File: config.mk
export PLATFORM = sky130hd
export DESIGN_NAME = multicycle_ctrl_fsm
export DESIGN_NICKNAME = d
export VERILOG_FILES = /design/src/rtl/multicycle_ctrl_fsm.sv
export SDC_FILE = /design/constraint.sdc
export NUM_CORES = 1
export LEC_CHECK = 0
export BUFFER_PORTS_ARGS = -buffer_cell sky130_fd_sc_hd__clkbuf_2
export CAP_MARGIN = 30
export CORE_ASPECT_RATIO = 0.75
export CORE_MARGIN = 5
export CORE_UTILIZATION = 30
export CTS_BUF_LIST = sky130_fd_sc_hd__clkbuf_4
export DETAILED_ROUTE_END_ITERATION = 16
export PLACE_DENSITY = 0.54
export SETUP_SLACK_MARGIN = 0.3
export SLEW_MARGIN = 5
export SYNTH_ARGS = -nofsm -noshare
export SYNTH_HDL_FRONTEND = slang
export SYNTH_SLANG_ARGS = --single-unit
File: constraint.sdc
create_clock -name clk -period 2.2 [get_ports clk]
set_input_delay 0.11 -clock clk [delete_from_list [all_inputs] [get_ports clk]]
set_output_delay 0.11 -clock clk [all_outputs]
set_load 0.01 [all_outputs]
File: src/rtl/multicycle_ctrl_fsm.sv
// Multicycle processor control unit.
// The state register and multiply counter form one clocked block; the control
// strobes are decoded from the current state (plus MemReady in FETCH), so
// every strobe is aligned with the state it belongs to.
module multicycle_ctrl_fsm #(
  parameter int unsigned MUL_CYCLES  = 4,    // cycles spent in MULEXEC, 1..16
  parameter bit          MEM_WAIT_EN = 1'b1  // 0: memory is always ready
) (
  input  logic       clk,
  input  logic       reset,
  input  logic [1:0] Op,
  input  logic [5:0] Funct,
  input  logic       IsMul,
  input  logic       MemReady,
  output logic       IRWrite,
  output logic       AdrSrc,
  output logic       NextPC,
  output logic       RegW,
  output logic       MemW,
  output logic       Branch,
  output logic       ALUOp,
  output logic       MulEn,
  output logic       LinkW,
  output logic       Fault,
  output logic       MulBusy,
  output logic [1:0] ALUSrcA,
  output logic [1:0] ALUSrcB,
  output logic [1:0] ResultSrc
);

  typedef enum logic [3:0] {
    S_FETCH    = 4'd0,
    S_DECODE   = 4'd1,
    S_MEMADR   = 4'd2,
    S_MEMREAD  = 4'd3,
    S_MEMWB    = 4'd4,
    S_MEMWRITE = 4'd5,
    S_EXECUTER = 4'd6,
    S_EXECUTEI = 4'd7,
    S_MULEXEC  = 4'd8,
    S_ALUWB    = 4'd9,
    S_BRLINK   = 4'd10,
    S_BRANCH   = 4'd11,
    S_UNKNOWN  = 4'd12
  } state_t;

  // Counter preload: MULEXEC exits when the counter reaches zero, so the
  // state lasts exactly MUL_CYCLES cycles (one cycle when MUL_CYCLES is 1).
  localparam logic [3:0] MUL_LOAD = 4'(MUL_CYCLES - 1);

  state_t     state_q, state_d;
  logic [3:0] mul_cnt_q, mul_cnt_d;
  logic       mem_ready_s;

  // Only three instruction bits steer the control flow; the rest are sunk.
  logic       unused_funct_s;
  assign unused_funct_s = ^Funct[3:1];

  // Memory handshake; with waiting disabled the memory is always ready.
  assign mem_ready_s = MEM_WAIT_EN ? MemReady : 1'b1;

  // Next-state and multiply-counter logic.
  always_comb begin
    state_d   = state_q;
    mul_cnt_d = mul_cnt_q;
    case (state_q)
      S_FETCH: begin
        if (mem_ready_s) begin
          state_d = S_DECODE;
        end else begin
          state_d = S_FETCH;
        end
      end
      S_DECODE: begin
        case (Op)
          2'b00: begin
            // Multiply decode wins over the immediate bit.
            if (IsMul) begin
              state_d   = S_MULEXEC;
              mul_cnt_d = MUL_LOAD;
            end else if (Funct[5]) begin
              state_d = S_EXECUTEI;
            end else begin
              state_d = S_EXECUTER;
            end
          end
          2'b01: begin
            state_d = S_MEMADR;
          end
          2'b10: begin
            if (Funct[4]) begin
              state_d = S_BRLINK;
            end else begin
              state_d = S_BRANCH;
            end
          end
          default: begin
            state_d = S_UNKNOWN;
          end
        endcase
      end
      S_MEMADR: begin
        if (Funct[0]) begin
          state_d = S_MEMREAD;
        end else begin
          state_d = S_MEMWRITE;
        end
      end
      S_MEMREAD: begin
        if (mem_ready_s) begin
          state_d = S_MEMWB;
        end else begin
          state_d = S_MEMREAD;
        end
      end
      S_MEMWRITE: begin
        if (mem_ready_s) begin
          state_d = S_FETCH;
        end else begin
          state_d = S_MEMWRITE;
        end
      end
      S_MEMWB: begin
        state_d = S_FETCH;
      end
      S_EXECUTER: begin
        state_d = S_ALUWB;
      end
      S_EXECUTEI: begin
        state_d = S_ALUWB;
      end
      S_MULEXEC: begin
        if (mul_cnt_q == 4'd0) begin
          state_d = S_ALUWB;
        end else begin
          state_d   = S_MULEXEC;
          mul_cnt_d = mul_cnt_q - 4'd1;
        end
      end
      S_ALUWB: begin
        state_d = S_FETCH;
      end
      S_BRLINK: begin
        state_d = S_BRANCH;
      end
      S_BRANCH: begin
        state_d = S_FETCH;
      end
      S_UNKNOWN: begin
        state_d = S_FETCH;
      end
      default: begin
        state_d   = S_FETCH;
        mul_cnt_d = 4'd0;
      end
    endcase
  end

  // State register and multiply counter; reset wins from any state.
  always_ff @(posedge clk) begin
    if (reset) begin
      state_q   <= S_FETCH;
      mul_cnt_q <= 4'd0;
    end else begin
      state_q   <= state_d;
      mul_cnt_q <= mul_cnt_d;
    end
  end

  // Control strobes decoded from the current state.
  always_comb begin
    IRWrite   = 1'b0;
    AdrSrc    = 1'b0;
    NextPC    = 1'b0;
    RegW      = 1'b0;
    MemW      = 1'b0;
    Branch    = 1'b0;
    ALUOp     = 1'b0;
    MulEn     = 1'b0;
    LinkW     = 1'b0;
    Fault     = 1'b0;
    MulBusy   = 1'b0;
    ALUSrcA   = 2'b00;
    ALUSrcB   = 2'b00;
    ResultSrc = 2'b00;
    case (state_q)
      S_FETCH: begin
        // Instruction register and PC commit only once memory delivers.
        IRWrite   = mem_ready_s;
        NextPC    = mem_ready_s;
        ResultSrc = 2'b10;
        ALUSrcA   = 2'b01;
        ALUSrcB   = 2'b10;
      end
      S_DECODE: begin
        ResultSrc = 2'b10;
        ALUSrcA   = 2'b01;
        ALUSrcB   = 2'b10;
      end
      S_MEMADR: begin
        ALUSrcB = 2'b01;
      end
      S_MEMREAD: begin
        AdrSrc = 1'b1;
      end
      S_MEMWRITE: begin
        AdrSrc = 1'b1;
        MemW   = 1'b1;
      end
      S_MEMWB: begin
        RegW      = 1'b1;
        ResultSrc = 2'b01;
      end
      S_EXECUTER: begin
        ALUSrcB = 2'b00;
        ALUOp   = 1'b1;
      end
      S_EXECUTEI: begin
        ALUSrcB = 2'b01;
        ALUOp   = 1'b1;
      end
      S_MULEXEC: begin
        MulEn   = 1'b1;
        MulBusy = 1'b1;
      end
      S_ALUWB: begin
        RegW      = 1'b1;
        ResultSrc = 2'b00;
      end
      S_BRLINK: begin
        // Link register receives PC+4.
        RegW      = 1'b1;
        LinkW     = 1'b1;
        ResultSrc = 2'b10;
      end
      S_BRANCH: begin
        Branch    = 1'b1;
        ResultSrc = 2'b10;
        ALUSrcB   = 2'b01;
      end
      S_UNKNOWN: begin
        Fault = 1'b1;
      end
      default: begin
        Fault = 1'b0;
      end
    endcase
  end

endmodule
# Yosys cells after proc, flatten, opt, wreduce, memory -nomap -nowiden
# Cells that the tools add are included.
# op_classes
eq_ne	17
muxes	26
n_reduce_logical	11
bitwise	1
addsub	1
# op_table
cell	n
4-bit case mux with 8 select lines	1
4-bit case mux with 3 select lines	2
4-bit == test (second input constant)	5
4-bit by 3-bit == test with 1-bit output (second input constant)	4
4-bit 2-to-1 mux	4
1-bit 2-to-1 mux	14
11-bit OR reduction	1
3-bit 2-to-1 mux	3
4-bit by 2-bit == test with 1-bit output (second input constant)	2
4-bit logical NOT	2
2-bit case mux with 2 select lines	2
2-bit OR reduction	3
3-bit OR reduction	2
4-bit by 1-bit == test with 1-bit output (second input constant)	1
2-bit inequality test (second input constant)	2
4-bit AND reduction	1
4-bit OR reduction	1
4-bit by 1-bit subtractor with 4-bit output (second input constant)	1
2-bit by 1-bit == test with 1-bit output (second input constant)	1
2-bit == test (second input constant)	1
2-bit logical NOT	1
2-bit by 1-bit inequality test with 1-bit output (second input constant)	1
1-bit NOT	1
# totals
output_inout_bits	17
inputBits	12
wordCells	58
register_bits	8

# Longest topological paths before layout
# Gate-level depths: netlist (run 1).
# depth
word_depth	4
mapped_depth	6
mapped_depth_nobuf	6

# Least setup slack after synthesis (run 1)
# OpenSTA, ideal clock, no wires.
# synth_path
kind	register -> register
startpoint	register state_q[2]
endpoint	register mul_cnt_q[0]
setup_time_ns	0.086
path_buffers	2
t_required_ns	2.114
slack_ns	0.539
path_stages_with_launch	7
synth_period_minus_slack_ns	1.661
t_arrival_ns	1.576
path_cell_list	dfxtp_1 -> buf_6 -> or4b_1 -> buf_2 -> o22a_4 -> and2_4 -> a211oi_1
# synth_via
elab_chain_cells	4
elab_cells_between_ends	20
classes_between	15 x eq/ne; 1 x mux; 1 x bitwise; 3 x reduce/logical
# synth_rtl
element	line_no	rtl
start, declared	51	state_t state_q, state_d;
start signal, assigned	165	state_q <= state_d;
4-bit == test (tied with other cells)	66	case (state_q)
11-bit OR reduction (no source line)	--	
1-bit NOT (no source line)	--	
4-bit AND reduction (no source line)	--	
end signal, assigned	166	mul_cnt_q <= mul_cnt_d;
end, declared	52	logic [3:0] mul_cnt_q, mul_cnt_d;
# Parallel ways exist; a longest one is shown, timed or not.
# A chain may end at the register's enable or synchronous reset.

# Final worst setup path (run 1)
# Same ends and word-level chain as after synthesis.

==> results of run 1 <==
==> final timing paths <==
kind	from	to	slack, ns
setup / recovery	state_q[2]	mul_cnt_q[0]	0.57
hold / removal	reset	state_q[3]	0.12
setup reg to reg	state_q[2]	mul_cnt_q[0]	0.57
hold reg to reg	mul_cnt_q[1]	mul_cnt_q[1]	0.48
==> power groups by stage <==
stage               logic, mW  registers (mW)  clock network (mW)
detailed placement      0.591           0.189                   0
finish                  0.588           0.187               0.109
global placement        0.588           0.189                   0
floorplan               0.461           0.185                   0
global route            0.662           0.190               0.124
CTS                     0.592           0.186               0.115
==> layout make-up <==
cell class                 instances  area, um^2
sequential                         8         160
timing repair buffer              28         150
clock buffer                       3        22.5
multi-input combinational         85         558
inverter                           8        30.0
fill                             288        1640
tap                               36        45.0
==> worst max-delay path: stages, from the launching register on <==
cell	delay [ns]
dfxtp_1	0.30
or4b_1	0.63
o22a_4	0.26
and2_4	0.14
a211oi_1	0.21
==> routing by layer <==
metal | global-route usage (%) | vias to the layer above | share of wire, %
met3 | 3.25 | 3 | 3.5
met5 | 0 | - | 0
met2 | 18.2 | 15 | 46
met4 | 3.82 | 0 | 0.64
met1 | 12.7 | 368 | 50
li1 | - | 428 | -
==> sequential cells by signal (all words and copies together) (netlist names) <==
signal     flops
mul_cnt_q      4
state_q        4
==> through the flow <==
stage                     cell area, um^2  utilization [%]
after floorplan                       815                -
after global placement                943             36.3
after detailed placement              943             36.3
after CTS                             966             37.1
after global routing                  966             37.1
final                                 966             37.1
==> cells by family (layout without fill, tap and decap cells) <==
family | count (synthesis) | after routing | synth area share, %
adders and majority gates | 5 | 5 | 7.68
DFF | 8 | 8 | 19.7
xor gates and xnor gates | 3 | 3 | 3.23
muxes | 2 | 2 | 2.61
AOI/OAI and AO/OA | 25 | 25 | 21.4
buffers and inverters | 20 | 39 | 11.8
other | 1 | 1 | 0.460
and+or+nand+nor | 49 | 49 | 33.2
==> placed cells by master, fill, tap and decap left out, types with 2 or more instances in the layout <==
master | synthesis | final
clkbuf_2 | 1 | 24
nor2_1 | 14 | 14
nor3_1 | 11 | 11
a21oi_1 | 9 | 9
inv_1 | 8 | 8
dfxtp_1 | 8 | 8
ha_1 | 5 | 5
nand2b_1 | 4 | 4
buf_4 | 3 | 4
nor2b_1 | 3 | 3
a211oi_1 | 3 | 3
clkbuf_4 | 0 | 3
nor3b_1 | 2 | 2
nand2_1 | 2 | 2
xor2_1 | 2 | 2
a31oi_1 | 2 | 2
nand3_1 | 2 | 2
o22ai_1 | 2 | 2
and2_1 | 2 | 2
==> out/metrics.yaml, run 1 <==
pwr:
  swShare_pct: 45.4
  total_leakage_power_nw: 0.447
  power.switching_mw: 0.401
  power.total_mw: 0.883
  ir_drop_mv: 0.174
  pwr-share-seq_pct: 21.1
  clockPowerShare_pct: 12.3
  power.density_mw_per_mm2: 915
  p_comb_share_pct: 66.6
  internal-power_mw: 0.482
clock_tree:
  cts_tree: "yes"
  root_buffer: "clkbuf_4"
  cts_buffer_depth: 2
  cts.reportedPaths.clkPinSlew_ns: 0.05
  clock_latency_ns: 0.25
  ctsHoldBuffers: 0
  post_cts_buffers: 0
  cts_buffers: 3
  cts_resized: 0
  cts_sinks: 8
  htree_num_levels: 1
critical_path:
  worstSetupPathType: "reg2reg"
  worst_setup_path_start_kind: "flip-flop"
  crit_fanout: 6
  end_kind: "flip-flop"
  rr_worst_depth: 4
  critPathArrivalTime_ns: 1.80
  required_ns: 2.37
synthesis:
  synth-async-reset-ratio_pct: 0
  syn_inst: 113
  ys_warn_count: 0
  synth_top_area_cell: "dfxtp_1"
  synth_most_common_cell: "nor2_1"
  synth.top_cell.area_share_pct: 19.7
  synth_common_cells: "nor2_1 (14), nor3_1 (11), a21oi_1 (9)"
  synth_flop_cell: "dfxtp_1"
  synth_cell_types: 44
  synthTopCellsByArea: "dfxtp_1 (20%), ha_1 (7.7%), nor3_1 (6.8%)"
  syn-num-nets: 130
  synth_edf_count: 0
  syn-cell-area_um2: 815
  seq_area_frac_synth_pct: 19.7
  avgSynthCellArea_um2: 7.21
  ys_seq_elements: 8
finish:
  fin_cells: 168
  area_growth_pct: 18.6
  layout-drive-gt1-share_pct: 26.5
  n_antenna_cell: 0
  layout.nets: 151
sta:
  finalSetupViolations: 0
  drv_slew: 0
  rsz0062_at_grt: "false"
  setup_ws_ns: 0.574
  hold_viol_final: 0
  hold_ws_ns: 0.122
  max_freq_mhz: 615
  period_share_pct: 73.9
  clock_skew_ns: 0.00395
  fin_crit_ns: 1.63
  fin_setup_tns_ns: 0
floorplan:
  start_util_pct: 31.3
  rows: 16
  coreArea_mm2: 0.00260
  die_h_um: 55.1
  die_w_um: 70.2
  io_pins: 29
  dieArea_mm2: 0.00387
job:
  cap_violations: 0
grt:
  grt_first_pass_wirelength_um: 3180
  grt_start_max_net_pins: 21
  grt_usage_pct: 10.5
  grt_pass1_vias: 724
  grt_overflow: 0
  grt_antenna_before_repair: 0
place:
  place_hpwl_um: 1480
  io_buffers: 24
  place_congestion: 0.786
  post-place-ws_ns: 0.574
  placed_cells: 165
drt:
  drc: 0
  wl_per_cell_um: 11.1
  drt_pass1_iterations: 4
  via_count: 814
  drt_iter0_markers: 65
  ant_nets: 0
  vias_per_cell: 4.85
  wl_um: 1870
min_path:
  hold_depth: 2
  holdCritPathClass: "in2reg"
outcome:
  status: "finished, final reports clean"
Power figures use the tool's default switching activity.
==> run 2, diff against run 1 <==
==> constraint.sdc (replaced) <==
create_clock -name clk -period 1.7 [get_ports clk]
set_input_delay 0.085 -clock clk [delete_from_list [all_inputs] [get_ports clk]]
set_output_delay 0.085 -clock clk [all_outputs]
set_load 0.01 [all_outputs]
==> run 2 against run 1 <==
Against the previous run: routed wire length rose by 11%; power rose by 49%; hold slack got worse by 0.017 ns; highest routed layer is now met3.
==> out/metrics.yaml, run 2 (same netlist as run 1, synthesis figures left out) <==
outcome:
  status: "finished, final reports clean"
critical_path:
  cp_num_cells: 4  # unchanged
  path_buf_inv: 0  # unchanged
  cp_cell_sequence: "or4b_4, o22a_4, and2_4, a211oi_2"
  critPathArrivalTime_ns: 1.69  # -0.11 ns
  worstSetupPathType: "reg2reg"
  slowest_delay_ns: 0.52  # -0.11 ns
  slowest_stage: "or4b_4"
  end_kind: "flip-flop"
  rr_worst_depth: 4  # unchanged
  crit_family: "simple AND/OR/NAND/NOR gates"
  crit_fanout: 5  # -1
  worst_setup_path_start_kind: "flip-flop"
  required_ns: 1.87  # -0.50 ns
finish:
  layout.nets: 158  # +4.6%
  n_fill_cell: 275  # -4.5%
  final_common_cell: "clkbuf_2"
  multiInputGateArea_um2: 637  # +14%
  area_growth_pct: 36.4
  n_antenna_cell: 0  # unchanged
  layout-drive-gt1-share_pct: 41.0  # +14 points
  ff_latch_area_um2: 163  # +1.6%
  largestRegisters: "mul_cnt_q x4, state_q x4"
  fin_util_pct: 42.7  # +5.6 points
  layout_common_cells: "clkbuf_2 (23), nor2_1 (14), nor3_1 (9), buf_4 (8)"
pwr:
  power.density_mw_per_mm2: 1190  # +30%
  total_leakage_power_nw: 0.502  # +12%
  ir_drop_mv: 0.291  # +67%
drt:
  via_count: 851  # +4.5%
  drt_pass1_iterations: 5  # +1
  vias_per_cell: 4.86  # +0.36%
  drt_iter0_markers: 50  # -23%
  wl_per_cell_um: 11.9  # +6.6%
  drc: 0  # unchanged
  wl_um: 2080  # +11%
  ant_nets: 0  # unchanged
clock_tree:
  cts.reportedPaths.clkPinSlew_ns: 0.05  # about the same
  cts_tree: "yes"
  cts_buffer_depth: 2  # unchanged
  htree_num_levels: 1  # unchanged
  root_buffer: "clkbuf_4"
  ctsHoldBuffers: 0  # unchanged
  clock_latency_ns: 0.25  # about the same
  cts_sinks: 8  # unchanged
  cts_buffers: 3  # unchanged
sta:
  period_share_pct: 89.3  # +15 points
  max_freq_mhz: 659  # +7.1%
  hold_viol_final: 0  # unchanged
  clock_skew_ns: 0.00382  # -0.000124 ns
  finalSetupViolations: 0  # unchanged
  fin_crit_ns: 1.52  # -0.108 ns
  drv_slew: 0  # unchanged
  fin_setup_tns_ns: 0  # unchanged
  rsz0062_at_grt: "true"
grt:
  grt_usage_pct: 10.9  # +0.32 points
  grt_start_max_net_pins: 21  # unchanged
  busiest_layer: "met2"
  met1_usage_pct: 14.3  # +1.6 points
  grt_pass1_vias: 802  # +11%
  grt_use_met3_pct: 3.07  # -0.18 points
  grt_use_met2_pct: 18.2  # unchanged
  grt_first_pass_wirelength_um: 3410  # +7.2%
  grt_overflow: 0  # unchanged
  grt_antenna_before_repair: 0  # unchanged
floorplan:
  coreArea_mm2: 0.00260  # unchanged
  start_util_pct: 31.3  # unchanged
  io_pins: 29  # unchanged
  dieArea_mm2: 0.00387  # unchanged
  die_h_um: 55.1  # unchanged
  die_w_um: 70.2  # unchanged
  rows: 16  # unchanged
min_path:
  hold_depth: 2  # unchanged
  holdCritPathClass: "in2reg"
job:
  cap_violations: 0  # unchanged
place:
  place_congestion: 0.827  # +5.3%
  place_hpwl_um: 1510  # +1.7%
  io_buffers: 24  # unchanged
-- run 2: cell count changes in the layout (fill, tap and decap cells not counted), moves of 2 or more --
cell / delta
buf_6: +3
dfxtp_1: -2
buf_4: +4
a21oi_1: -2
dfxtp_2: +2
a211oi_2: +2
nor2b_1: -2
a211oi_1: -2
a21oi_2: +2
nor3_1: -2
-- run 2: timing repair --
action                                  CTS  global route
gates resized for setup                   9            12
buffers inserted                          1             6
endpoints found under the setup margin   12            16
pin swaps                                 1             4
endpoints found under the hold margin     0             0
-- run 2: final timing paths --
check / from / end / slack [ns]
min reg2reg: mul_cnt_q[1] / mul_cnt_q[1] / 0.55
max: state_q[3] / mul_cnt_q[1] / 0.18
min: reset / mul_cnt_q[0] / 0.11
max reg2reg: state_q[3] / mul_cnt_q[1] / 0.18
-- run 2: through the flow --
stage | worst slack (ns) | instance area (um^2) | total power [mW] | hold WS [ns] | cells
after CTS | 0.196 | 1020 | 1.22 | 0.0889 | 169
after floorplan | 0.0878 | 831 | 0.850 | 0.150 | 113
after global placement | 0.143 | 953 | 1.02 | 0.359 | 165
after detailed placement | 0.123 | 953 | 1.02 | 0.359 | 165
after global routing | 0.124 | 1110 | 1.44 | 0.105 | 175
final | 0.182 | 1110 | 1.32 | 0.105 | 175
-- run 2: final cells by class --
cell class,instances,area share (%)
clock buffer,3,2.03
inverter,8,2.70
multi-input combinational,85,57.3
sequential,8,14.6
tap,36,4.05
timing repair buffer,35,19.3
-- run 2: where the power goes --
group          switching (mW)  internal (mW)
Clock                  0.0597         0.0805
Combinational           0.497          0.430
Sequential             0.0274          0.225
Total                   0.584          0.735
-- run 2: worst reg2reg max path, stage by stage (launching register included) --
cell and delay [ns]:
dfxtp_1 0.37, or4b_4 0.52, o22a_4 0.23, and2_4 0.15, a211oi_2 0.16
-- run 2: routing by layer --
layer | up-vias | share of wire, %
met4 | 0 | 0
li1 | 441 | -
met1 | 386 | 50
met2 | 24 | 46
met5 | - | 0
met3 | 0 | 4.3
==> run 3, diff against run 2 <==
--- a/config.mk
+++ b/config.mk
@@ -7,12 +7,11 @@
 export LEC_CHECK = 0
 export BUFFER_PORTS_ARGS = -buffer_cell sky130_fd_sc_hd__clkbuf_2
 export CAP_MARGIN = 30
-export CORE_ASPECT_RATIO = 0.75
 export CORE_MARGIN = 5
-export CORE_UTILIZATION = 30
+export CORE_UTILIZATION = 51
 export CTS_BUF_LIST = sky130_fd_sc_hd__clkbuf_4
 export DETAILED_ROUTE_END_ITERATION = 16
-export PLACE_DENSITY = 0.54
+export PLACE_DENSITY = 0.83
 export SETUP_SLACK_MARGIN = 0.3
 export SLEW_MARGIN = 5
 export SYNTH_ARGS = -nofsm -noshare
==> run 3 against run 2 <==
Against the previous run: count of clock-buffer cells in the layout did not move; worst setup slack got worse by 0.019 ns; combinational power fell by 2%; critical endpoint is now mul_cnt_q[0]; sequential cell count did not move.
==> out/metrics.yaml, run 3 (same netlist as run 1, synthesis figures left out) <==
grt:
  grt_usage_pct: 16.7  # +5.8 points
  grt_first_pass_wirelength_um: 3420  # +0.41%
  grt_pass1_vias: 796  # -0.75%
  grt_start_max_net_pins: 21  # unchanged
  grt_overflow: 0  # unchanged
  grt_antenna_before_repair: 0  # unchanged
place:
  io_buffers: 24  # unchanged
  place_congestion: 0.755  # -8.7%
  placed_area_um2: 928  # -2.6%
  place_hpwl_um: 1490  # -1.3%
floorplan:
  rows: 14  # -2
  die_h_um: 50.0  # -9.4%
  start_util_pct: 54.1  # +23 points
  dieArea_mm2: 0.00250  # -35%
  coreArea_mm2: 0.00151  # -42%
  io_pins: 29  # unchanged
  die_w_um: 50.0  # -29%
finish:
  final_common_cell: "clkbuf_2"
  multiInputGateArea_um2: 636  # -0.20%
  layout.nets: 154  # -2.5%
  final_cell_area_mm2: 0.00107  # -3.9%
  n_antenna_cell: 0  # unchanged
  layout_common_cells: "clkbuf_2 (22), nor2_1 (13), nor3_1 (9), a21oi_1 (9), inv_1 (7)"
  area_growth_pct: 31.0
  n_fill_cell: 117  # -57%
  fin_util_pct: 70.8  # +28 points
  ff_latch_area_um2: 164  # +0.77%
  layout-drive-gt1-share_pct: 39.3  # -1.7 points
  largestRegisters: "mul_cnt_q x4, state_q x4"
sta:
  fin_crit_ns: 1.54  # +0.0195 ns
  rsz0062_at_grt: "true"
  finalSetupViolations: 0  # unchanged
  clock_skew_ns: 0.0136  # +0.00975 ns
  max_freq_mhz: 651  # -1.3%
  hold_ws_ns: 0.0785  # -0.0266 ns
  drv_slew: 0  # unchanged
  period_share_pct: 90.4  # +1.1 points
  hold_viol_final: 0  # unchanged
  fin_setup_tns_ns: 0  # unchanged
critical_path:
  crit_family: "simple AND/OR/NAND/NOR gates"
  crit_fanout: 5  # unchanged
  cp_cell_sequence: "or4b_4, o22a_4, and2_4, a211oi_2"
  required_ns: 1.88  # about the same
  critPathArrivalTime_ns: 1.71  # +0.02 ns
  slowest_delay_ns: 0.57  # +0.05 ns
  slowest_stage: "or4b_4"
  worst_setup_path_start_kind: "flip-flop"
  worstSetupPathType: "reg2reg"
  end_kind: "flip-flop"
  path_buf_inv: 0  # unchanged
clock_tree:
  root_buffer: "clkbuf_4"
  ctsHoldBuffers: 0  # unchanged
  htree_num_levels: 1  # unchanged
  cts_tree: "yes"
  cts_sinks: 8  # unchanged
  clock_latency_ns: 0.27  # +0.02 ns
  cts_buffers: 3  # unchanged
  cts_buffer_depth: 2  # unchanged
  cts.reportedPaths.clkPinSlew_ns: 0.07  # +0.02 ns
drt:
  wl_um: 2070  # -0.58%
  ant_nets: 0  # unchanged
  drc: 0  # unchanged
  drt_pass1_iterations: 6  # +1
  via_count: 903  # +6.1%
  wl_per_cell_um: 13.7  # +15%
  vias_per_cell: 5.98  # +23%
  drt_iter0_markers: 29  # -42%
job:
  cap_violations: 0  # unchanged
pwr:
  total_leakage_power_nw: 0.483  # -3.8%
  power.density_mw_per_mm2: 1250  # +4.9%
  ir_drop_mv: 0.726  # +150%
outcome:
  status: "finished, final reports clean"
min_path:
  holdCritPathClass: "in2reg"
## run 3: cell types whose count changed in the layout (fill, tap and decap cells not counted), sizes merged
cell    before  now
buf         12    9
clkbuf      26   25
## run 3: metrics by stage
step	setup slack, ns	power [mW]	cells
6_report	0.163	1.33	151
5_1_grt	0.111	1.43	151
4_1_cts	0.185	1.27	151
3_5_place_dp	0.122	1.02	145
3_3_place_gp	0.154	0.992	145
2_1_floorplan	0.0878	0.850	113
## run 3: cell type report
class | instances | share of cell area [%]
Multi-Input combinational cell | 85 | 59.6
Timing Repair Buffer | 31 | 18.1
Inverter | 8 | 3.05
Sequential cell | 8 | 15.4
Tap cell | 16 | 1.88
Clock buffer | 3 | 2.11
## run 3: worst reg2reg max path: stages (launching register included)
cell      delay (ns)
dfxtp_2         0.33
or4b_4          0.57
o22a_4          0.23
and2_4          0.15
a211oi_2        0.17
## run 3: path summary, 6_finish.rpt
check | startpoint | end | slack [ns] | cells after the start
max | state_q[2] | mul_cnt_q[0] | 0.16 | 4
min | reset | mul_cnt_q[1] | 0.08 | 2
max reg2reg | state_q[2] | mul_cnt_q[0] | 0.16 | 4
min reg2reg | mul_cnt_q[1] | mul_cnt_q[1] | 0.55 | 2
## run 3: layer usage
layer / GRT usage [%] / up-vias / share of wire [%]
li1: - / 434 / -
met2: 27.3 / 45 / 48
met3: 2.41 / 8 / 7.3
met5: 0 / - / 0
met4: 9.17 / 0 / 3.0
met1: 20.6 / 416 / 42
## run 3: timing repair
item	CTS	global route
setup endpoints to repair	15	17
gates cloned	0	0
gates resized for setup	14	10
pin swaps	1	1
setup buffers	3	0
## run 3: power breakdown
group | switching (mW) | internal [mW]
Combinational | 0.494 | 0.419
Clock | 0.0771 | 0.0814
Sequential | 0.0299 | 0.229
Total | 0.601 | 0.729
